`config.mk`:
```
export PLATFORM = sky130hd
export DESIGN_NAME = spi_host_loader
export DESIGN_NICKNAME = d
export VERILOG_FILES = /design/src/rtl/spi_host_loader.sv
export SDC_FILE = /design/constraint.sdc
export NUM_CORES = 1
export LEC_CHECK = 0
export ABC_AREA = 1
export BUFFER_PORTS_ARGS = -buffer_cell sky130_fd_sc_hd__buf_2
export CAP_MARGIN = 20
export CORE_AREA = 2 2 67 132
export CTS_CLUSTER_DIAMETER = 120
export DETAILED_ROUTE_END_ITERATION = 8
export DIE_AREA = 0 0 69 134
export PLACE_DENSITY = 0.83
export SYNTH_ARGS = -nofsm -noshare
export SYNTH_HDL_FRONTEND = slang
export SYNTH_SLANG_ARGS = --single-unit
export TNS_END_PERCENT = 50
```
`constraint.sdc`:
```
create_clock -name clk -period 4.35 [get_ports clk]
set_input_delay 0.87 -clock clk [delete_from_list [all_inputs] [get_ports clk]]
set_output_delay 0.87 -clock clk [all_outputs]
set_load 0.05 [all_outputs]
```
`src/rtl/spi_host_loader.sv`:
```
// spi_host_loader: single-lane SPI mode-0 master that turns word read/write
// requests into frames of cmd(8) + addr(32) + [dummy] + data(32), MSB first.
// Optional read support is enabled by defining SPI_LOADER_READ_EN; without it
// every request becomes a write frame and rsp_rdata_o is tied to zero.
module spi_host_loader #(
    parameter int CLK_DIV      = 4,
    parameter int DUMMY_CYCLES = 32,
    parameter int CS_GAP       = 4
) (
    input  logic        clk,
    input  logic        rst_n,
    input  logic        req_valid_i,
    output logic        req_ready_o,
    input  logic        req_we_i,
    input  logic [31:0] req_addr_i,
    input  logic [31:0] req_wdata_i,
    output logic        rsp_valid_o,
    output logic [31:0] rsp_rdata_o,
    output logic        spi_clk_o,
    output logic        spi_csn_o,
    output logic        spi_sdo_o,
    input  logic        spi_sdi_i
);

`ifdef SPI_LOADER_READ_EN
    localparam bit READ_EN = 1'b1;
`else
    localparam bit READ_EN = 1'b0;
`endif

    localparam int HW = $clog2(CLK_DIV) + 1;
    localparam int GW = $clog2(CS_GAP) + 1;
    localparam logic [HW-1:0] HALF_LAST  = HW'(CLK_DIV - 1);
    localparam logic [GW-1:0] GAP_LAST   = GW'(CS_GAP - 1);
    localparam logic [5:0]    DUMMY_LAST = 6'(DUMMY_CYCLES - 1);

    localparam logic [2:0] S_IDLE  = 3'd0;
    localparam logic [2:0] S_CMD   = 3'd1;
    localparam logic [2:0] S_ADDR  = 3'd2;
    localparam logic [2:0] S_DUMMY = 3'd3;
    localparam logic [2:0] S_DATA  = 3'd4;
    localparam logic [2:0] S_GAP   = 3'd5;

    logic [2:0]    state_q, state_d;
    logic [HW-1:0] hcnt_q, hcnt_d;
    logic [5:0]    bcnt_q, bcnt_d;
    logic [GW-1:0] gcnt_q, gcnt_d;
    logic          sck_q, sck_d;
    logic          csn_q, csn_d;
    logic          sdo_q, sdo_d;
    logic          rsp_q, rsp_d;
    logic          we_q, we_d;
    logic [31:0]   addr_q, addr_d;
    logic [31:0]   wdata_q, wdata_d;
    logic [31:0]   rx_q, rx_d;
    logic [31:0]   rdata_q, rdata_d;
    logic [7:0]    cmd_d;
    logic          tx_upd;

    // Frame sequencer: half-period timing, bit counting, phase transitions and
    // the next MOSI bit, which is only loaded at frame start or on SCK fall.
    always_comb begin
        state_d = state_q;
        hcnt_d  = hcnt_q;
        bcnt_d  = bcnt_q;
        gcnt_d  = gcnt_q;
        sck_d   = sck_q;
        csn_d   = csn_q;
        rsp_d   = 1'b0;
        we_d    = we_q;
        addr_d  = addr_q;
        wdata_d = wdata_q;
        rx_d    = rx_q;
        rdata_d = rdata_q;
        tx_upd  = 1'b0;
        case (state_q)
            S_IDLE: begin
                if (req_valid_i) begin
                    we_d    = READ_EN ? req_we_i : 1'b1;
                    addr_d  = req_addr_i;
                    wdata_d = req_wdata_i;
                    state_d = S_CMD;
                    bcnt_d  = 6'd7;
                    hcnt_d  = HALF_LAST;
                    csn_d   = 1'b0;
                    sck_d   = 1'b0;
                    tx_upd  = 1'b1;
                end
            end
            S_GAP: begin
                if (gcnt_q == '0) state_d = S_IDLE;
                else              gcnt_d  = gcnt_q - 1'b1;
            end
            default: begin
                if (hcnt_q != '0) begin
                    hcnt_d = hcnt_q - 1'b1;
                end else begin
                    hcnt_d = HALF_LAST;
                    sck_d  = ~sck_q;
                    if (!sck_q) begin
                        // rising edge: capture MISO only in read data phase
                        if (READ_EN && state_q == S_DATA && !we_q)
                            rx_d = {rx_q[30:0], spi_sdi_i};
                    end else begin
                        // falling edge: advance to the next bit / phase
                        tx_upd = 1'b1;
                        if (bcnt_q != '0) begin
                            bcnt_d = bcnt_q - 1'b1;
                        end else begin
                            case (state_q)
                                S_CMD: begin
                                    state_d = S_ADDR;
                                    bcnt_d  = 6'd31;
                                end
                                S_ADDR: begin
                                    if (!we_q && DUMMY_CYCLES > 0) begin
                                        state_d = S_DUMMY;
                                        bcnt_d  = DUMMY_LAST;
                                    end else begin
                                        state_d = S_DATA;
                                        bcnt_d  = 6'd31;
                                    end
                                end
                                S_DUMMY: begin
                                    state_d = S_DATA;
                                    bcnt_d  = 6'd31;
                                end
                                default: begin
                                    // last bit done: CS rises with this SCK fall
                                    state_d = S_GAP;
                                    gcnt_d  = GAP_LAST;
                                    csn_d   = 1'b1;
                                    rsp_d   = 1'b1;
                                    if (READ_EN && !we_q) rdata_d = rx_q;
                                end
                            endcase
                        end
                    end
                end
            end
        endcase
        cmd_d = we_d ? 8'h02 : 8'h0B;
        sdo_d = sdo_q;
        if (tx_upd) begin
            case (state_d)
                S_CMD:   sdo_d = cmd_d[bcnt_d[2:0]];
                S_ADDR:  sdo_d = addr_d[bcnt_d[4:0]];
                S_DATA:  sdo_d = we_d & wdata_d[bcnt_d[4:0]];
                default: sdo_d = 1'b0;
            endcase
        end
    end

    // State registers; reset drops the frame and forces idle bus levels at once.
    always_ff @(posedge clk or negedge rst_n) begin
        if (!rst_n) begin
            state_q <= S_IDLE;
            hcnt_q  <= '0;
            bcnt_q  <= '0;
            gcnt_q  <= '0;
            sck_q   <= 1'b0;
            csn_q   <= 1'b1;
            sdo_q   <= 1'b0;
            rsp_q   <= 1'b0;
            we_q    <= 1'b1;
            addr_q  <= '0;
            wdata_q <= '0;
            rx_q    <= '0;
            rdata_q <= '0;
        end else begin
            state_q <= state_d;
            hcnt_q  <= hcnt_d;
            bcnt_q  <= bcnt_d;
            gcnt_q  <= gcnt_d;
            sck_q   <= sck_d;
            csn_q   <= csn_d;
            sdo_q   <= sdo_d;
            rsp_q   <= rsp_d;
            we_q    <= we_d;
            addr_q  <= addr_d;
            wdata_q <= wdata_d;
            rx_q    <= rx_d;
            rdata_q <= rdata_d;
        end
    end

    assign req_ready_o = (state_q == S_IDLE);
    assign rsp_valid_o = rsp_q;
    assign rsp_rdata_o = READ_EN ? rdata_q : 32'h0;
    assign spi_clk_o   = sck_q;
    assign spi_csn_o   = csn_q;
    assign spi_sdo_o   = sdo_q;

endmodule

```
# Word level (Yosys, flattened, before mapping)
# Cells that the tools add are included.
[classes] addsub=3 magnitude_cmp=2 n_eq_ne=15 muxes=54 bitwise=4 n_reduce_logical=14
[ops] cell="2-to-1 mux 32 bit" n=4
[ops] cell="2-to-1 mux 3 bit" n=13
[ops] cell="2-to-1 mux 6 bit" n=5
[ops] cell="2-to-1 mux 1 bit" n=19
[ops] cell="one-hot mux 3 bit (2 select lines)" n=3
[ops] cell="one-hot mux 6 bit (2 select lines)" n=1
[ops] cell="AND reduction 6 bit" n=2
[ops] cell="binary-select mux 1 bit (select 5 bit)" n=2
[ops] cell="equality test 3 x 2 -> 1 bit, second input constant" n=3
[ops] cell="one-hot mux 3 bit (3 select lines)" n=1
[ops] cell="!= test 2 x 1 -> 1 bit, second input constant" n=4
[ops] cell="!= test 2 bit, second input constant" n=4
[ops] cell="equality test 3 x 1 -> 1 bit, second input constant" n=2
[ops] cell="equality test 3 bit, second input constant" n=2
[ops] cell="logical NOT 3 bit" n=2
[ops] cell="< comparator 5 x 6 -> 1 bit, second input constant" n=1
[ops] cell="one-hot mux 1 bit (2 select lines)" n=3
[ops] cell="nonzero test 3 bit" n=2
[ops] cell="nonzero test 6 bit" n=1
[ops] cell="subtractor 3 x 1 -> 3 bit, second input constant" n=2
[ops] cell="subtractor 6 x 1 -> 6 bit, second input constant" n=1
[ops] cell="AND reduction 5 bit" n=1
[ops] cell="< comparator 3 x 4 -> 1 bit, second input constant" n=1
[ops] cell="2-to-1 mux 4 bit" n=1
[ops] cell="9 further kinds" n=12
[totals] ff_bits=84 in_bits=69 out_inout_bits=37 wordCells=104

# Longest topological paths before layout
[logic_depth] depth_word=11 mapped_depth=20

# Worst setup path before layout
# OpenSTA, ideal clock, no wires.
[synth_path] path_type="reg2reg" from="register sck_q (netlist: spi_clk_o)" to="register sdo_q (netlist: spi_sdo_o)" setup_time_ps=118 arrival_time_ps=2127 required_ps=4232 setup_slack_ps=2104 path_stages_with_launch=16 n_path_buf=2 synth_period_minus_slack_ps=2246 path_cell_list="dfrtp_1 > inv_1 > nor2_1 > nand3_2 > nand2_4 > nand3_2 > buf_6 > buf_6 > o211ai_1 > nand3_1 > nand3_1 > nand3_1 > nand3_1 > nand3_1 > nand2_1 > nand2_1"
[synth_between] elab_chain_len=7 word_cells_on_any_way=20 classes_between="eq/ne: 3; mux: 16; bitwise: 1"
[synth_lines] item="start: declaration" line_no="48" rtl="logic sck_q, sck_d;"
[synth_lines] item="start signal: assignment" line_no="175" rtl="sck_q <= sck_d;"
[synth_lines] item="2-to-1 mux 6 bit (*)" line_no="100" rtl="if (!sck_q) begin"
[synth_lines] item="2-to-1 mux 6 bit (*)" line_no="95" rtl="if (hcnt_q != '0) begin"
[synth_lines] item="one-hot mux 6 bit (2 select lines) (*)" line_no="76" rtl="case (state_q)"
[synth_lines] item="via bcnt_d[0]" line_no="46" rtl="logic [5:0] bcnt_q, bcnt_d;"
[synth_lines] item="binary-select mux 1 bit (select 5 bit)" line_no="148" rtl="S_DATA: sdo_d = we_d & wdata_d[bcnt_d[4:0]];"
[synth_lines] item="2-to-1 mux 1 bit (not written as such)" line_no="148"
[synth_lines] item="AND 1 bit" line_no="148"
[synth_lines] item="one-hot mux 1 bit (3 select lines) (*)" line_no="145" rtl="case (state_d)"
[synth_lines] item="end signal: assignment" line_no="177" rtl="sdo_q <= sdo_d;"
[synth_lines] item="end: declaration" line_no="50" rtl="logic sdo_q, sdo_d;"
# Mark *: on every way through the listed nets, which the timed path passes. The rest lies on a longest branch. The select of a mux whose other input is x is not followed.
# A chain may end at the register's enable or synchronous reset.

# Worst setup path in the final report
[layout_path] from="register bcnt_q[0]" to="register sdo_q (netlist: spi_sdo_o)"
[layout_between] elab_chain_len=9 word_cells_on_any_way=23 classes_between="add/sub: 1; eq/ne: 3; mux: 17; bitwise: 1; reduce/logical: 1"
[layout_lines] item="start: declaration" line_no="46"
[layout_lines] item="start signal: assignment" line_no="173" rtl="bcnt_q <= bcnt_d;"
[layout_lines] item="subtractor 6 x 1 -> 6 bit (tied with other cells)" line_no="108" rtl="bcnt_d = bcnt_q - 1'b1;"
[layout_lines] item="2-to-1 mux 6 bit" line_no="107" rtl="if (bcnt_q != '0) begin"
[layout_lines] item="2-to-1 mux 6 bit" line_no="100"
[layout_lines] item="2-to-1 mux 6 bit" line_no="95"
[layout_lines] item="one-hot mux 6 bit (2 select lines)" line_no="76"
[layout_lines] item="binary-select mux 1 bit (select 5 bit)" line_no="148"
[layout_lines] item="2-to-1 mux 1 bit (not written as such)" line_no="148"
[layout_lines] item="AND 1 bit" line_no="148"
[layout_lines] item="one-hot mux 1 bit (3 select lines) (*)" line_no="145"
# Every way passes the cells marked *; elsewhere a longest branch is shown, timed or not. The select of a mux whose other input is x is not followed.

==> flow_summary.ini <==
[outcome]
status = finished clean

[clocking]
h-tree-depth = 3
path_clk_slew_ps = 60
clkSinkCount = 84
clk_path_buf_depth = 2
root_buffer = clkbuf_16
postCtsHoldBufs = 0
clk_latency_ps = 340
cts_made_buffers = 9
cts_tree = built
cts_setup_buffers = 0
cts_resized = 0

[critical_path]
crit_end = spi_sdo_o
cp.arrival_ps = 3210
startpoint_type = flop
rr_worst_depth = 17
rrSetupSlack_ps = 1420
path_max_fanout = 28
worstSetupEndpointType = flop
worstSetupPathType = flop to flop
worstSetupStartpoint = bcnt_q[0]
reg2reg_from = bcnt_q[0]
required_ps = 4630
worstReg2RegEnd = spi_sdo_o

[route]
viasPerCell = 5.31
wl_per_cell_um = 14.2
drcViolationCount = 0
dr.pass1.iters = 5
drt_iter0_markers = 315
vias = 4069
drt-total-wl_um = 10900
postRouteAntennaNets = 0

[cells_and_area]
areaGrowthSynthToFinish_pct = 11.6
final_core_util_pct = 63.7
layout.nets = 737
diodes = 0
final_common_cell = nand2_1
final_cell_mix = nand2_1 (174), dfrtp_1 (82), buf_2 (70), inv_1 (65), nand3_1 (65)
drive_gt1_share_pct = 20.1
design_area_mm2 = 0.00525

[power]
swShare_pct = 24.6
ir_drop_uv = 298
p_seq_share_pct = 47.7
powerDensity_mw_per_mm2 = 327
p_total_uw = 1720
clkPwrFrac_pct = 42.2
comb_power_share_pct = 10.0
internal_power_uw = 1300
p_sw_uw = 423
p_leak_uw = 0.00283

[job]
cap_violations = 0

[sta]
clock-skew-final_ps = 4.10
slew_headroom_pct = 38.3
min_period_over_period_pct = 67.4
hold_violations = 0
fin_tns_setup_ps = 0
tightest_slew_ps = 924
fmax_ghz = 0.341
period_minus_slack_ps = 2930
drv_slew = 0
rsz0062_at_grt = no
finalSetupViolCount = 0

[placement]
gp_congestion = 0.817
place_area_mm2 = 0.00494
hpwl_um = 7450
portBuffers = 71

[worst_hold_path]
hp-class = input port to async pin

[die]
core_region_area_mm2 = 0.00823
ios = 106
die_width_um = 69
die_h_um = 134
num_rows = 47
die_area_mm2 = 0.00925
initial_core_util_pct = 57.1

[yosys]
synth_area_mm2 = 0.00470
synth_seq_cells = 84
syn_avg_cell_area_um2 = 7.80
ys_seq_area_share_pct = 44.7
postSynthCellCount = 603
yosys_warnings = 0
yosysUniqueCellTypes = 38

[global_routing]
grt_pass1_wl_um = 17900
grt_max_degree = 85
grt_pass1_vias = 4007
antenna_found_initial = 0
grtUsageTotal_pct = 24.0
grt.overflow.total = 0
-- Yosys cell counts --
library cell / instances / share of area, %
o211ai_1: 2 / 0.32
nand3_2: 3 / 0.64
xor2_1: 2 / 0.37
dfstp_2: 2 / 1.1
dfrtp_1: 82 / 44
nor3_1: 2 / 0.21
inv_1: 65 / 5.2
or2_2: 20 / 2.7
inv_4: 1 / 0.13
o221ai_1: 1 / 0.19
clkbuf_1: 4 / 0.32
xnor2_1: 1 / 0.19
o22ai_1: 1 / 0.13
nand3_4: 1 / 0.37
buf_2: 14 / 1.5
nand4_1: 27 / 3.6
a22oi_2: 1 / 0.27
o21ai_2: 2 / 0.37
nand2_1: 174 / 14
inv_2: 3 / 0.24
a21oi_1: 6 / 0.64
a211oi_1: 1 / 0.16
nor2_1: 17 / 1.4
a31oi_1: 2 / 0.27
buf_4: 37 / 5.9
conb_1: 1 / 0.080
nand2_2: 5 / 0.67
o41ai_1: 1 / 0.19
o31ai_1: 1 / 0.16
nor4_1: 1 / 0.13
nor3b_1: 1 / 0.16
nor2_4: 1 / 0.24
buf_6: 4 / 0.96
ha_1: 5 / 1.3
o21ai_0: 42 / 4.5
o21ai_1: 1 / 0.11
nand2_4: 4 / 0.96
nand3_1: 65 / 6.9
-- how the worst min path moves through the flow --
| stage | start | to | cells after the start |
|---|---|---|---|
| 5_1_grt | rst_n | wdata_q[4] | 1 |
| 3_3_place_gp | wdata_q[27] | wdata_q[27] | 2 |
| 3_5_place_dp | wdata_q[24] | wdata_q[24] | 2 |
| 6_report | rst_n | addr_q[14] | 1 |
| 4_1_cts | wdata_q[24] | wdata_q[24] | 2 |
| 2_1_floorplan | wdata_q[0] | wdata_q[0] | 2 |
-- power by group through the flow --
stage	Combinational, uW	Clock, uW	Sequential (uW)
finish	172	726	820
floorplan	134	0	832
global placement	166	0	833
CTS	170	731	820
detailed placement	169	0	834
global route	190	766	823
-- kinds of logic (layout without fill, tap and decap cells) --
group / Yosys count / count (layout) / synth area share [%]
AND/OR/NAND/NOR: 321 / 321 / 31.8
flip-flops: 84 / 84 / 44.7
other: 1 / 32 / 0.0797
AO/OA/AOI/OAI: 61 / 61 / 7.26
adder cells (fa/ha/maj): 5 / 5 / 1.33
buffers and inverters: 128 / 162 / 14.2
XOR/XNOR: 3 / 3 / 0.559
-- per-layer routing --
layer,up-vias,global-route usage (%),part of all wire (%)
met4,0,12.0,3.3
li1,1994,-,-
met1,1903,27.0,37
met3,29,4.43,5.2
met5,-,0,0
met2,143,42.7,55
-- per-stage QoR --
step / hold WS (ps) / setup slack, ps / instances
2_1_floorplan: 438 / 2100 / 634
3_3_place_gp: 454 / 1190 / 749
3_5_place_dp: 455 / 1150 / 749
4_1_cts: 470 / 1440 / 765
5_1_grt: 378 / 1140 / 766
6_report: 370 / 1420 / 766
-- registers in the layout (all words and copies together) (netlist names) --
signal and count:
rsp_valid_o 1, spi_clk_o 1, wdata_q 32, addr_q 32, bcnt_q 6, gcnt_q 3, hcnt_q 3, we_q 1
state_q 3, spi_csn_o 1, spi_sdo_o 1
-- critical path, stage by stage, from the launching register on --
cell     delay [ps]
dfrtp_1         410
inv_1           160
ha_1            210
nand2_1          80
nor2_1          150
nand3_2         200
nand3_4         350
nand3_2         120
buf_4           240
o21ai_0         280
nand2_1         130
nand3_1          90
nand3_1          70
nand3_1          90
nand3_1          80
nand3_1         100
nand2_1          60
nand2_1          50
-- area by class of cell --
type                    count  area, um^2
fillers                   727        2990
flip-flops and latches     84        2100
multi-input cells         422        2050
repair buffers             77         423
clock buffers              15         278
inverters                  69         262
well taps                  98         123
clock inverters             1        5.00
No activity file was read; power rests on OpenSTA's default activity.
